<file path="config.mk">
export PLATFORM = sky130hd
export DESIGN_NAME = lsu_bus_ctrl
export DESIGN_NICKNAME = d
export VERILOG_FILES = /design/src/rtl/lsu_bus_ctrl.sv
export SDC_FILE = /design/constraint.sdc
export NUM_CORES = 1
export LEC_CHECK = 0
export ABC_CLOCK_PERIOD_IN_PS = 5500
export BUFFER_PORTS_ARGS = -buffer_cell sky130_fd_sc_hd__buf_2
export CORE_UTILIZATION = 40
export DETAILED_ROUTE_END_ITERATION = 16
export PLACE_DENSITY = 0.66
export SLEW_MARGIN = 20
export SYNTH_ARGS = -nofsm -noshare
export SYNTH_HDL_FRONTEND = slang
export SYNTH_SLANG_ARGS = --single-unit
</file>
<file path="constraint.sdc">
create_clock -name clk_i -period 5.5 [get_ports clk_i]
set_input_delay 0.55 -clock clk_i [delete_from_list [all_inputs] [get_ports clk_i]]
set_output_delay 0.55 -clock clk_i [all_outputs]
set_load 0.03 [all_outputs]
</file>
<file path="src/rtl/lsu_bus_ctrl.sv">
// Sequential load/store unit: one EXU operation at a time over a req/gnt/rvalid bus,
// with lane steering, load extension, misalignment, bus-error and grant-timeout faults.
module lsu_bus_ctrl #(
  parameter int XLEN    = 32,
  parameter int ADDR_W  = 32,
  parameter int TIMEOUT = 255
) (
  input  logic                clk_i,
  input  logic                n_rst_i,
  input  logic                req_valid_i,
  output logic                req_ready_o,
  input  logic [3:0]          op_i,
  input  logic [ADDR_W-1:0]   addr_i,
  input  logic [XLEN-1:0]     wdata_i,
  input  logic [4:0]          rd_addr_i,
  input  logic [31:0]         pc_i,
  output logic                bus_req_o,
  output logic                bus_we_o,
  output logic [ADDR_W-1:0]   bus_addr_o,
  output logic [XLEN/8-1:0]   bus_be_o,
  output logic [XLEN-1:0]     bus_wdata_o,
  input  logic                bus_gnt_i,
  input  logic                bus_rvalid_i,
  input  logic [XLEN-1:0]     bus_rdata_i,
  input  logic                bus_err_i,
  output logic                rsp_valid_o,
  output logic                rd_we_o,
  output logic [4:0]          rd_addr_o,
  output logic [XLEN-1:0]     rd_wdata_o,
  output logic                exc_valid_o,
  output logic [3:0]          exc_cause_o,
  output logic [ADDR_W-1:0]   exc_tval_o,
  output logic [31:0]         exc_pc_o
);
  localparam int BW = XLEN / 8;
  localparam int OW = $clog2(BW);
  localparam int TW = (TIMEOUT < 2) ? 1 : $clog2(TIMEOUT + 1);

  typedef enum logic [1:0] {IDLE, REQ, WAIT, RESP} state_t;

  state_t            state_q, state_d;
  logic [3:0]        op_q;
  logic [ADDR_W-1:0] addr_q;
  logic [XLEN-1:0]   wdata_q;
  logic [4:0]        rd_addr_q;
  logic [31:0]       pc_q;
  logic [TW-1:0]     tmo_q, tmo_d;
  logic              exc_q, exc_d;
  logic [3:0]        cause_q, cause_d;
  logic [XLEN-1:0]   rdata_q, rdata_d;

  logic              accept, misaligned, tmo_hit, in_resp;
  logic [OW-1:0]     off;
  logic [BW-1:0]     be_mask;
  logic [XLEN-1:0]   rsh, rext;

  assign accept  = req_valid_i && (state_q == IDLE);
  assign off     = addr_q[OW-1:0];
  assign tmo_hit = (TIMEOUT != 0) && (tmo_q == TW'(TIMEOUT - 1));
  assign rsh     = bus_rdata_i >> {off, 3'b000};

  always_comb begin
    case (op_i[1:0])
      2'd0:    misaligned = 1'b0;
      2'd1:    misaligned = addr_i[0];
      2'd2:    misaligned = (addr_i[1:0] != 2'b00);
      default: misaligned = (XLEN == 32) || (addr_i[2:0] != 3'b000);
    endcase
  end

  always_comb begin
    case (op_q[1:0])
      2'd0:    be_mask = BW'(1);
      2'd1:    be_mask = BW'(3);
      2'd2:    be_mask = BW'(15);
      default: be_mask = '1;
    endcase
  end

  // Size casts of $signed operands sign-extend; unsigned loads take the plain cast.
  always_comb begin
    case (op_q[1:0])
      2'd0:    rext = op_q[2] ? XLEN'(rsh[7:0])  : XLEN'($signed(rsh[7:0]));
      2'd1:    rext = op_q[2] ? XLEN'(rsh[15:0]) : XLEN'($signed(rsh[15:0]));
      2'd2:    rext = op_q[2] ? XLEN'(rsh[31:0]) : XLEN'($signed(rsh[31:0]));
      default: rext = rsh;
    endcase
  end

  // Cause encoding is {2'b01, we, fault}: 4/5 load, 6/7 store.
  always_comb begin
    state_d = state_q;
    tmo_d   = tmo_q;
    exc_d   = exc_q;
    cause_d = cause_q;
    rdata_d = rdata_q;
    case (state_q)
      IDLE: begin
        if (req_valid_i) begin
          exc_d   = misaligned;
          cause_d = misaligned ? {2'b01, op_i[3], 1'b0} : '0;
          rdata_d = '0;
          state_d = misaligned ? RESP : REQ;
        end
      end
      REQ: begin
        if (bus_gnt_i) begin
          state_d = WAIT;
          tmo_d   = '0;
        end else if (tmo_hit) begin
          state_d = RESP;
          tmo_d   = '0;
          exc_d   = 1'b1;
          cause_d = {2'b01, op_q[3], 1'b1};
        end else if (TIMEOUT != 0) begin
          tmo_d = tmo_q + 1'b1;
        end
      end
      WAIT: begin
        if (bus_rvalid_i) begin
          state_d = RESP;
          if (bus_err_i) begin
            exc_d   = 1'b1;
            cause_d = {2'b01, op_q[3], 1'b1};
          end else if (!op_q[3]) begin
            rdata_d = rext;
          end
        end
      end
      default: state_d = IDLE;
    endcase
  end

  always_ff @(posedge clk_i or negedge n_rst_i) begin
    if (!n_rst_i) begin
      state_q   <= IDLE;
      tmo_q     <= '0;
      exc_q     <= 1'b0;
      cause_q   <= '0;
      rdata_q   <= '0;
      op_q      <= '0;
      addr_q    <= '0;
      wdata_q   <= '0;
      rd_addr_q <= '0;
      pc_q      <= '0;
    end else begin
      state_q <= state_d;
      tmo_q   <= tmo_d;
      exc_q   <= exc_d;
      cause_q <= cause_d;
      rdata_q <= rdata_d;
      if (accept) begin
        op_q      <= op_i;
        addr_q    <= addr_i;
        wdata_q   <= wdata_i;
        rd_addr_q <= rd_addr_i;
        pc_q      <= pc_i;
      end
    end
  end

  assign req_ready_o = (state_q == IDLE);
  assign bus_req_o   = (state_q == REQ);
  assign bus_we_o    = bus_req_o && op_q[3];
  assign bus_addr_o  = bus_req_o ? {addr_q[ADDR_W-1:OW], {OW{1'b0}}} : '0;
  assign bus_be_o    = bus_req_o ? (be_mask << off) : '0;
  assign bus_wdata_o = bus_we_o ? (wdata_q << {off, 3'b000}) : '0;

  assign in_resp     = (state_q == RESP);
  assign rsp_valid_o = in_resp;
  assign rd_we_o     = in_resp && !op_q[3] && !exc_q;
  assign rd_addr_o   = in_resp ? rd_addr_q : '0;
  assign rd_wdata_o  = in_resp ? rdata_q : '0;
  assign exc_valid_o = in_resp && exc_q;
  assign exc_cause_o = exc_valid_o ? cause_q : '0;
  assign exc_tval_o  = exc_valid_o ? addr_q : '0;
  assign exc_pc_o    = exc_valid_o ? pc_q : '0;
endmodule

</file>
==> flow_metrics.tcl <==
set metrics [dict create \
    route.detailed.drc 0 \
    timing.slew.headroom_pct 36.7 \
    power_density_mw_per_mm2 593 \
    hpwl_mm 15.8 \
    finClkSkew_ps 10.5 \
    grt_max_degree 99 \
    ctsHoldBuffers 0 \
    cp-start-kind "register" \
    viasPerCell 5.07 \
    synthArstFlopShare_pct 100 \
    hold-worst-slack_ps 216 \
    die_x_um 144 \
    final.min_clock_period_ps 3310 \
    ctsHtreeMaxLevel 4 \
    yosysWarningCount 0 \
    overflow 0 \
    numCtsBuffers 17 \
    ant_nets 0 \
    synth_edf_count 0 \
    stdcell_area_mm2 0.0104 \
    grt_pass1_wl_mm 33.6 \
    drv_cap 0 \
    critPathKind "register to primary output" \
    ys_types 44 \
    wl_per_cell_um 17.1 \
    final-hold-violation-count 0 \
    clk_latency_ps 420 \
    grt_pass1_vias 6226 \
    arrival_ps 2760 \
    crit_chain "buf_4 -> nor2b_1 -> a21oi_1 -> nor2_1 -> buf_2" \
    critical-path-slowest-cell "dfrtp_2" \
    postCtsSetupBuffers 0 \
    worst_hold_path_type "input pin to asynchronous set/reset pin" \
    drt_iter0_markers 321 \
    worst_slew_pin_slew_ps 950 \
    antenna_found_initial 2 \
    firstDrtPassIters 4 \
    tns_ps 0 \
    drive_gt1_share_pct 47.0 \
    min_period_over_period_pct 60.2 \
    clkTransAtPathRegs_ps 60 \
    cts_tree "yes" \
    cts.sinks 150 \
    num_io_pins 322 \
    cp_max_fo 54 \
    outcome "complete, no violations" \
    fmaxAchievable_mhz 302 \
    rows 51 \
    vias 6609 \
    ys_seq_area_share_pct 46.7 \
    vdd_ir_drop_max_uv 251 \
    worstPathBufferInverterCount 2 \
    drt_wl_total_mm 22.3 \
    syn_area_per_cell_um2 10.9 \
    track_usage_pct 21.1 \
    cts_resized 0 \
    coreArea_mm2 0.0196 \
    synthFlopType "dfrtp_1" \
    die-area_mm2 0.0207 \
    io_buffers 318 \
    power_mw 6.15 \
    fp.dieH_um 144 \
    syn_area_mm2 0.00804 \
    cpPeakStageDelay_ps 670 \
    placed_cell_area_mm2 0.00978 \
    crit_required_ps 4950 \
    drv_slew 0 \
    finalNetCount 1175 \
    synthCells 738 \
    cts_buffer_depth 2 \
    cts_root_buf "clkbuf_16" \
    area_growth_syn_to_layout_pct 29.0 \
    path_delay_family "buffers and inverters" \
    start_util_pct 41.0 \
    gp_congestion 0.804 \
    ys_ff_latch 150 \
    leakage_nw 5.49 \
    grt_setup_unrepaired "no" \
    cp-end-kind "primary output" \
    setup_viol 0 \
]
[cells in the final DEF (no fill, tap or decap), types with 3 or more instances in the layout]
cell type,synthesis,routed
buf_2,14,317
dfrtp_1,150,148
mux2_2,117,117
and2_1,77,77
and3_1,68,68
nor2_1,38,38
mux2i_1,34,34
o21ai_0,29,29
a21oi_1,26,26
nand2_1,25,24
a211oi_1,17,17
clkbuf_16,0,17
a221o_1,16,16
nor2b_1,13,13
inv_1,10,10
nand3b_1,8,8
buf_4,4,8
ha_1,7,6
nor3b_1,5,5
a21o_1,4,4
inv_6,0,4
clkinvlp_4,0,4
xnor2_1,3,3
o22ai_1,3,3
conb_1,1,3
[flip-flops by register name, indices dropped and copies added (netlist names)]
name       cells
state_q        2
op_q           4
wdata_q       32
pc_q          32
rdata_q       32
rd_addr_q      5
addr_q        32
tmo_q          8
cause_q        3
[power breakdown]
group          switching, mW  total [mW]  internal (mW)
sequential             0.403        1.99           1.59
combinational           1.78        2.97           1.20
clock                  0.493        1.18          0.688
total                   2.67        6.15           3.48
[synth_stat cells, types with 14 or more instances]
library cell / count / area [µm²]
dfrtp_1: 150 / 3750
mux2_2: 117 / 1320
and2_1: 77 / 482
and3_1: 68 / 425
nor2_1: 38 / 143
clkbuf_1: 34 / 128
mux2i_1: 34 / 340
o21ai_0: 29 / 145
a21oi_1: 26 / 130
nand2_1: 25 / 93.8
a211oi_1: 17 / 128
a221o_1: 16 / 160
buf_2: 14 / 70.1
[cells by family after synthesis]
| group | Yosys count | share of synthesized area, % |
|---|---|---|
| adders and majority gates | 7 | 1.09 |
| xor gates and xnor gates | 3 | 0.327 |
| other | 1 | 0.0466 |
| muxes | 152 | 20.9 |
| and+or+nand+nor | 251 | 18.4 |
| buffers and inverters | 70 | 3.77 |
| AOI/OAI and AO/OA | 104 | 8.78 |
| DFF | 150 | 46.7 |
[through the flow]
stage | cells | util, % | worst slack, ps
after detailed placement | 1271 | 49.9 | 2670
after floorplan | 740 | - | 2710
final | 1303 | 53.0 | 2190
after global routing | 1302 | 52.9 | 1970
after global placement | 1271 | 49.9 | 2710
after CTS | 1302 | 52.9 | 2200
[worst register-to-register path: cells and delay by family, from the launching register on]
family / cells / cell delay, ps
compound gates: 3 / 1330
buf+inv: 1 / 510
flops: 1 / 740
mux: 1 / 180
[worst paths after layout]
kind | depth (start not counted) | slack [ps] | startpoint | end
max in group asynchronous | 2 | 4040 | n_rst_i | rdata_q[12]
hold reg to reg | 2 | 470 | rdata_q[4] | rdata_q[4]
hold / removal | 1 | 220 | n_rst_i | addr_q[11]
setup reg to reg | 5 | 2690 | addr_q[1] | rdata_q[29]
setup / recovery | 5 | 2190 | addr_q[0] | bus_wdata_o[23]
min in group clk_i | 2 | 360 | wdata_i[19] | wdata_q[19]
[layer usage]
metal | track usage, % | share of wire [%]
met5 | 0 | 0.049
met4 | 5.88 | 1.5
met3 | 5.10 | 5.3
met2 | 34.1 | 48
met1 | 28.2 | 45
[cell type report]
| cell class | count | area [µm²] |
|---|---|---|
| Antenna cell | 1 | 2.50 |
| Clock buffer | 19 | 443 |
| Clock inverter | 12 | 145 |
| Fill cell | 1820 | 9220 |
| Inverter | 10 | 37.5 |
| Multi-Input combinational cell | 520 | 4000 |
| Sequential cell | 150 | 3760 |
| Tap cell | 265 | 332 |
| Timing Repair Buffer | 326 | 1660 |
No activity file was read; power rests on OpenSTA's default activity.
